File: src/rtl/bus_timer.sv
// Memory-mapped down-counting timer on a four-phase strobe/acknowledge bus.
// Four 32-bit registers (CTRL, LOAD, COUNT, STATUS) with byte-lane writes, a prescaler and a level interrupt.
module bus_timer #(
  parameter int PRESCALE_W = 16
) (
  input  logic        clk,
  input  logic        rst_i,
  input  logic        stb_i,
  input  logic        we_i,
  input  logic [31:0] adr_i,
  input  logic [31:0] dat_i,
  input  logic [3:0]  sel_i,
  output logic        ack_o,
  output logic [31:0] dat_o,
  output logic        irq_o
);

  typedef enum logic {IDLE, ACK} state_t;

  localparam logic [1:0] REG_CTRL   = 2'd0;
  localparam logic [1:0] REG_LOAD   = 2'd1;
  localparam logic [1:0] REG_COUNT  = 2'd2;
  localparam logic [1:0] REG_STATUS = 2'd3;

  state_t                  state_q, state_d;
  logic                    en_q, en_d;
  logic                    auto_q, auto_d;
  logic                    ie_q, ie_d;
  logic [PRESCALE_W-1:0]   pre_q, pre_d;
  logic [PRESCALE_W-1:0]   pcnt_q, pcnt_d;
  logic [31:0]             load_q, load_d;
  logic [31:0]             count_q, count_d;
  logic                    exp_q, exp_d;
  logic [31:0]             dat_d;
  logic                    irq_d;

  logic        access, wr_ctrl, wr_load, wr_count, wr_status;
  logic        tick, tick_eff, expire;
  logic [31:0] ctrl_rd, ctrl_new, rd_mux;
  logic        unused;

  function automatic logic [31:0] merge_lanes(input logic [31:0] old_val,
                                              input logic [31:0] wdata,
                                              input logic [3:0]  sel);
    logic [31:0] res;
    res = old_val;
    for (int k = 0; k < 4; k++)
      if (sel[k]) res[8*k +: 8] = wdata[8*k +: 8];
    return res;
  endfunction

  assign unused = ^{adr_i[31:4], adr_i[1:0], ctrl_new};
  assign ack_o  = (state_q == ACK);

  always_comb begin
    // NOTE: every variable gets a default first so no path leaves it unassigned and infers a latch.
    state_d  = state_q;
    en_d     = en_q;
    auto_d   = auto_q;
    ie_d     = ie_q;
    pre_d    = pre_q;
    pcnt_d   = pcnt_q;
    load_d   = load_q;
    count_d  = count_q;
    exp_d    = exp_q;
    dat_d    = dat_o;
    irq_d    = exp_q & ie_q;

    ctrl_rd  = '0;
    ctrl_rd[0] = en_q;
    ctrl_rd[1] = auto_q;
    ctrl_rd[2] = ie_q;
    ctrl_rd[16 +: PRESCALE_W] = pre_q;

    case (adr_i[3:2])
      REG_CTRL:  rd_mux = ctrl_rd;
      REG_LOAD:  rd_mux = load_q;
      REG_COUNT: rd_mux = count_q;
      default:   rd_mux = {31'd0, exp_q};
    endcase

    access    = (state_q == IDLE) && stb_i;
    wr_ctrl   = access && we_i && (adr_i[3:2] == REG_CTRL);
    wr_load   = access && we_i && (adr_i[3:2] == REG_LOAD);
    wr_count  = access && we_i && (adr_i[3:2] == REG_COUNT);
    wr_status = access && we_i && (adr_i[3:2] == REG_STATUS);
    ctrl_new  = merge_lanes(ctrl_rd, dat_i, sel_i);

    case (state_q)
      IDLE:    if (stb_i)  state_d = ACK;
      default: if (!stb_i) state_d = IDLE;
    endcase

    if (access && !we_i) dat_d = rd_mux;

    // A COUNT write, or a CTRL write that disables the timer, swallows a coincident tick.
    tick     = en_q && (pcnt_q == pre_q);
    tick_eff = tick && !wr_count && !(wr_ctrl && !ctrl_new[0]);
    expire   = tick_eff && (count_q == 32'd0);

    if (!en_q || wr_ctrl || tick) pcnt_d = '0;
    else                          pcnt_d = pcnt_q + PRESCALE_W'(1);

    if (wr_count) begin
      count_d = merge_lanes(count_q, dat_i, sel_i);
    end else if (tick_eff) begin
      if (count_q != 32'd0) count_d = count_q - 32'd1;
      else if (auto_q)      count_d = load_q;
    end

    if (expire && !auto_q) en_d = 1'b0;
    if (wr_ctrl) begin
      en_d   = ctrl_new[0];
      auto_d = ctrl_new[1];
      ie_d   = ctrl_new[2];
      pre_d  = ctrl_new[16 +: PRESCALE_W];
    end

    if (wr_load) load_d = merge_lanes(load_q, dat_i, sel_i);

    if (wr_status && sel_i[0] && dat_i[0]) exp_d = 1'b0;
    if (expire)                            exp_d = 1'b1;
  end

  always_ff @(posedge clk) begin
    // NOTE: state uses non-blocking assignments so every register samples pre-edge values.
    if (rst_i) begin
      state_q <= IDLE;
      en_q    <= 1'b0;
      auto_q  <= 1'b0;
      ie_q    <= 1'b0;
      pre_q   <= '0;
      pcnt_q  <= '0;
      load_q  <= '0;
      count_q <= '0;
      exp_q   <= 1'b0;
      dat_o   <= '0;
      irq_o   <= 1'b0;
    end else begin
      state_q <= state_d;
      en_q    <= en_d;
      auto_q  <= auto_d;
      ie_q    <= ie_d;
      pre_q   <= pre_d;
      pcnt_q  <= pcnt_d;
      load_q  <= load_d;
      count_q <= count_d;
      exp_q   <= exp_d;
      dat_o   <= dat_d;
      irq_o   <= irq_d;
    end
  end

endmodule

File: config.mk
export PLATFORM = sky130hd
export DESIGN_NAME = bus_timer
export DESIGN_NICKNAME = d
export VERILOG_FILES = /design/src/rtl/bus_timer.sv
export SDC_FILE = /design/constraint.sdc
export NUM_CORES = 1
export LEC_CHECK = 0
export ABC_AREA = 1
export ABC_CLOCK_PERIOD_IN_PS = 2300
export CAP_MARGIN = 20
export CORE_MARGIN = 2
export CORE_UTILIZATION = 45
export CTS_CLUSTER_DIAMETER = 60
export DETAILED_ROUTE_END_ITERATION = 10
export PLACE_DENSITY = 0.68
export RECOVER_POWER = 25
export SYNTH_ARGS = -nofsm -noshare
export SYNTH_HDL_FRONTEND = slang
export SYNTH_SLANG_ARGS = --single-unit
export TNS_END_PERCENT = 30
File: constraint.sdc
create_clock -name clk -period 2.3 [get_ports clk]
set_input_delay 0.46 -clock clk [delete_from_list [all_inputs] [get_ports clk]]
set_output_delay 0.46 -clock clk [all_outputs]
set_load 0.005 [all_outputs]
After elaboration in Yosys (flattened, before gate mapping)
Cells that the tools add are included.
Storage, ports and cells
  register bits: 134
  latch bits: 0
  RAM bits: 0
  ROM bits: 0
  input bits: 72
  output and inout port bits: 34
  word-level logic and storage cells: 87
  memories: 0
Cells by class
  $add $sub $neg: 2
  multipliers: 0
  divide/modulo/power cells: 0
  order comparisons: 0
  equality and inequality tests: 8
  shift operators: 0
  multiplexer cells: 15
  bitwise logic cells: 2
  reductions and logical operators: 42
Operator list (count)
  $mux 32: 4
  $pmux 32 s3: 1
  $logic_not 32->1: 1
  $mux 8: 4
  $reduce_bool 32->1: 1
  $sub 32x1->32 const B: 1
  $add 16x1->16 const B: 1
  $eq 16x16->1: 1
  $logic_and 1x1->1: 15
  $reduce_and 2->1: 7
  $reduce_and 3->1: 4
  $ne 2x2->1 const B: 4
  $logic_not 1->1: 6
  $mux 1: 6
  $reduce_bool 2->1: 3
  $eq 2x2->1 const B: 2
  $reduce_bool 3->1: 1
  $eq 2x1->1 const B: 1
  $logic_not 2->1: 1
  $logic_or 1x1->1: 2
  $reduce_or 2->1: 1
  $and 1x1->1: 1
  $not 1->1: 1

Logic depth before layout (Yosys ltp)
Gate-level depths: netlist of the first run.
  depth after elaboration: 11
  mapped depth: 15
  mapped depth without buffers: 14

Least setup slack after synthesis of the first run
OpenSTA, ideal clock, no wires.
  path kind: input-to-reg
  start: input we_i
  end: register count_q[12]
  library setup time: 113 ps
  data arrival time: 1548 ps
  required time: 2187 ps
  path slack: 639 ps
  stages: 10
  path buffers: 2
  cells stage by stage: nand3_1 > inv_1 > nand2_4 > clkinv_2 > buf_6 > nand2_2 > buf_2 > nand3_1 > nand2_1 > nor2_1
Between the ends
  word-level cells in the longest chain between the ends: 7
  elaborated cells between the ends (all ways): 13
  classes of those cells: 1 x eq/ne; 1 x mux; 11 x reduce/logical
Ends and longest elaborated chain
  start, declared: RTL line 9  | input logic we_i,
  $logic_and 1x1->1 *: RTL line 83, 85
  $logic_and 1x1->1 (on tied branches): RTL line 85, 83
  $logic_not 1->1 or $logic_and 1x1->1 (tied branches): RTL line 98  | tick_eff = tick && !wr_count && !(wr_ctrl && !ctrl_new[0]);
  $logic_and 1x1->1 or $logic_not 1->1 (tied branches): RTL line 98
  $logic_and 1x1->1: RTL line 98
  $reduce_bool 2->1 (no source line)
  $reduce_and 3->1 (no source line)
  end signal, assigned: RTL line 147  | count_q <= count_d;
  end, declared: RTL line 32  | logic [31:0] count_q, count_d;
Every way passes the cells marked *; elsewhere a longest branch is shown, timed or not.
A chain may end at the register's enable or synchronous reset.

Final worst setup path of the first run
  start: input adr_i[3]
  end: register pre_q[7]
Between the ends
  word-level cells in the longest chain between the ends: 3
Ends and longest elaborated chain
  start, declared: RTL line 10  | input logic [31:0] adr_i,
  $logic_not 2->1: RTL line 83  | wr_ctrl = access && we_i && (adr_i[3:2] == REG_CTRL);
  $logic_and 1x1->1: RTL line 83
  $reduce_and 2->1 (no source line)
  end signal, assigned: RTL line 144  | pre_q <= pre_d;
  end, declared: RTL line 29  | logic [PRESCALE_W-1:0] pre_q, pre_d;
No other way between the ends.

==> flow_summary.ini, run 1 <==
[floorplanning]
dieHeight_um = 135
die-area_mm2 = 0.0182
initial_core_util_pct = 46.3
io_pins = 106
coreArea_mm2 = 0.0166
rows = 47
fp.dieW_um = 135

[worst_setup_path]
crit_end = pre_q[7]
r2r-start = count_q[0]
critPathMaxFanout = 13
critical_path.cell_chain = dlygate4sd3_1 -> clkbuf_4 -> nor2_1 -> nand2_2 -> clkbuf_1 -> nor2_1 -> inv_1 -> o21ai_0 -> a21oi_1
reg2reg_setup_slack_ns = 0.27
critical_path.top_delay_family = buffers and inverters
cp-end-kind = register
cp.required_ns = 2.60
r2r_cells = 14
crit_top_cell = nor2_1
timing.rr.end = count_q[18]
path_class = in -> reg
cp.depth = 9
cp_slowest_cell = dlygate4sd3_1
cp-startpoint = adr_i[3]
arrival_ns = 2.36
critPathBufInv = 4
max_stage_delay_ns = 0.63
crit_path_start_kind = input pin

[drt]
routed_wl_um = 22900
drc = 0
ant_nets = 0
drt_iter0_drc = 549
drtPass1Iterations = 7
vias = 7998
viasPerCell = 5.23
wl_per_cell_um = 15.0

[timing]
slew_violations = 0
fin_crit_ns = 2.07
finalSetupViolations = 0
worst_pin_slew_ns = 1.08
hold_viol = 0
maxSlewHeadroom_pct = 27.7
rsz0062_at_grt = no
fin_crit_sh_pct = 89.9
finClkSkew_ns = 0.00646
fmax_ghz = 0.484

[clock_tree]
cts_buffers = 17
cts_tree = done
cts_num_sinks = 134
htreeDepth = 4
ctsLongestPathBuffers = 2
ctsRootBufferMaster = clkbuf_16
clk_latency_ns = 0.43
clkSlewWorstSetupHoldPaths_ns = 0.06
hold_buffers = 0

[placed_design]
io_buffers = 75
gp_congestion = 0.916
dp_hpwl_um = 16800
placed_cells = 1498

[logic_synthesis]
synth_cell_type_count = 44
ys.flop_type = dfxtp_1
syn_area_mm2 = 0.00771
async_reset_ff_share_pct = 0
netlist_instances = 1199
synth.area.top_cells = dfxtp_1 35%, nand2_1 14%, nor2_1 9.7%
synth_warnings = 0
yosysTopAreaCell = dfxtp_1
syn_avg_cell_area_um2 = 6.43
yosysSeqAreaShare_pct = 34.8
synth_top_area_share_pct = 34.8
syn_nets = 1274
ys_ff_latch = 134
synth_edf_count = 0

[power_and_ir_drop]
p_per_area_mw_per_mm2 = 763
power_leakage_uw = 0.00417
irDropWorstVdd_uv = 561

[final_layout]
drive_gt1_share_pct = 13.0
syn2layout_area_growth_pct = 24.0
final_common_cell = nand2_1
stdcell_count = 1529
antenna_cells = 0
layout_common_cells = 296 x nand2_1, 200 x nor2_1, 134 x dfxtp_1
finish.utilization_pct = 57.4
fin_nets = 1372

[outcome]
outcome = complete, no violations

[global_route]
grt-ovfl-total = 0
grt_max_degree = 83
grt_pass1_wl_um = 37300
grt_pass1_vias = 7472
antenna_found_initial = 0
grt_use_total_pct = 25.9

[hold_path]
hold_path_class = reg -> reg

[run]
cap_violations = 0
[worst min path at each step]
| stage | depth (start not counted) | start | slack [ns] | endpoint |
|---|---|---|---|---|
| after floorplan | 2 | exp_q | 0.42 | irq_o |
| after global placement | 2 | dat_o[28] | 0.45 | dat_o[28] |
| after detailed placement | 2 | dat_o[26] | 0.46 | dat_o[26] |
| after CTS | 2 | dat_o[27] | 0.46 | dat_o[27] |
| after global routing | 2 | dat_o[26] | 0.48 | dat_o[26] |
| final | 2 | dat_o[26] | 0.46 | dat_o[26] |
[registers in the layout, summed over array words and instances, names as in the netlist]
name and count:
irq_o 1, en_q 1, count_q 32, auto_q 1, exp_q 1, load_q 32
pre_q 16, pcnt_q 16, ie_q 1, ack_o 1, dat_o 32
[logic make-up after synthesis]
family	after synthesis	synth area share (%)
AO/OA/AOI/OAI	205	14.9
adder cells (fa/ha/maj)	3	0.487
AND/OR/NAND/NOR	687	39.2
buffers and inverters	155	8.88
XOR/XNOR	15	1.70
flip-flops	134	34.8
[where the power goes]
| group | internal [uW] | switching, uW | total (uW) | leakage (uW) |
|---|---|---|---|---|
| Combinational | 661 | 1120 | 1780 | 0.00277 |
| Clock | 1980 | 1080 | 3060 | 0.000315 |
| Sequential | 2390 | 67.8 | 2460 | 0.00109 |
[layer usage]
metal / global-route usage (%) / share of wire [%]
met5: 0 / 0
met4: 8.01 / 1.8
met3: 4.80 / 6.4
met2: 41.5 / 46
met1: 35.4 / 46
[timing repair]
item | in CTS | in global routing
setup buffers | 0 | 0
endpoints found under the hold margin | 0 | 0
setup endpoints to repair | 0 | 2
gates resized for setup | 0 | 1
[metrics by stage]
step | hold WS (ns) | total power (uW) | cell area [um2] | setup slack (ns) | TNS (ns)
5_1_grt | 0.479 | 7670 | 9560 | 0.00692 | 0
4_1_cts | 0.465 | 7310 | 9590 | 0.257 | 0
6_report | 0.460 | 7300 | 9560 | 0.233 | 0
2_1_floorplan | 0.423 | 3700 | 7710 | 0.639 | 0
3_5_place_dp | 0.455 | 4270 | 8930 | -0.0734 | -1.37
3_3_place_gp | 0.453 | 4250 | 8930 | -0.0456 | -0.596
[worst min-delay path: stages (launching register included)]
cell	delay, ns
dfxtp_1	0.30
nand2_1	0.06
a21oi_1	0.05
[Yosys cell counts (14+ instances only)]
cell type,n
a21oi_1,74
a21oi_2,20
clkbuf_1,26
dfxtp_1,134
inv_1,94
nand2_1,296
nand3_1,86
nand4_1,21
nor2_1,199
nor2_2,14
nor3_1,22
o21ai_0,94
or2_2,15
[area by class of cell]
cell class | count | area (um2)
sequential | 134 | 2680
tap | 220 | 275
clock inverter | 12 | 201
inverter | 106 | 402
fill | 1660 | 7080
clock buffer | 19 | 453
timing repair buffer | 128 | 1210
multi-input combinational | 910 | 4340
Note: power is estimated with default switching activity, not from simulation.
==> run 2, diff against run 1 <==
SLEW_MARGIN = 20   (was not set)
==> results of run 2 <==
Same layout as run 1: the final DEF is identical, and so are final timing and power.
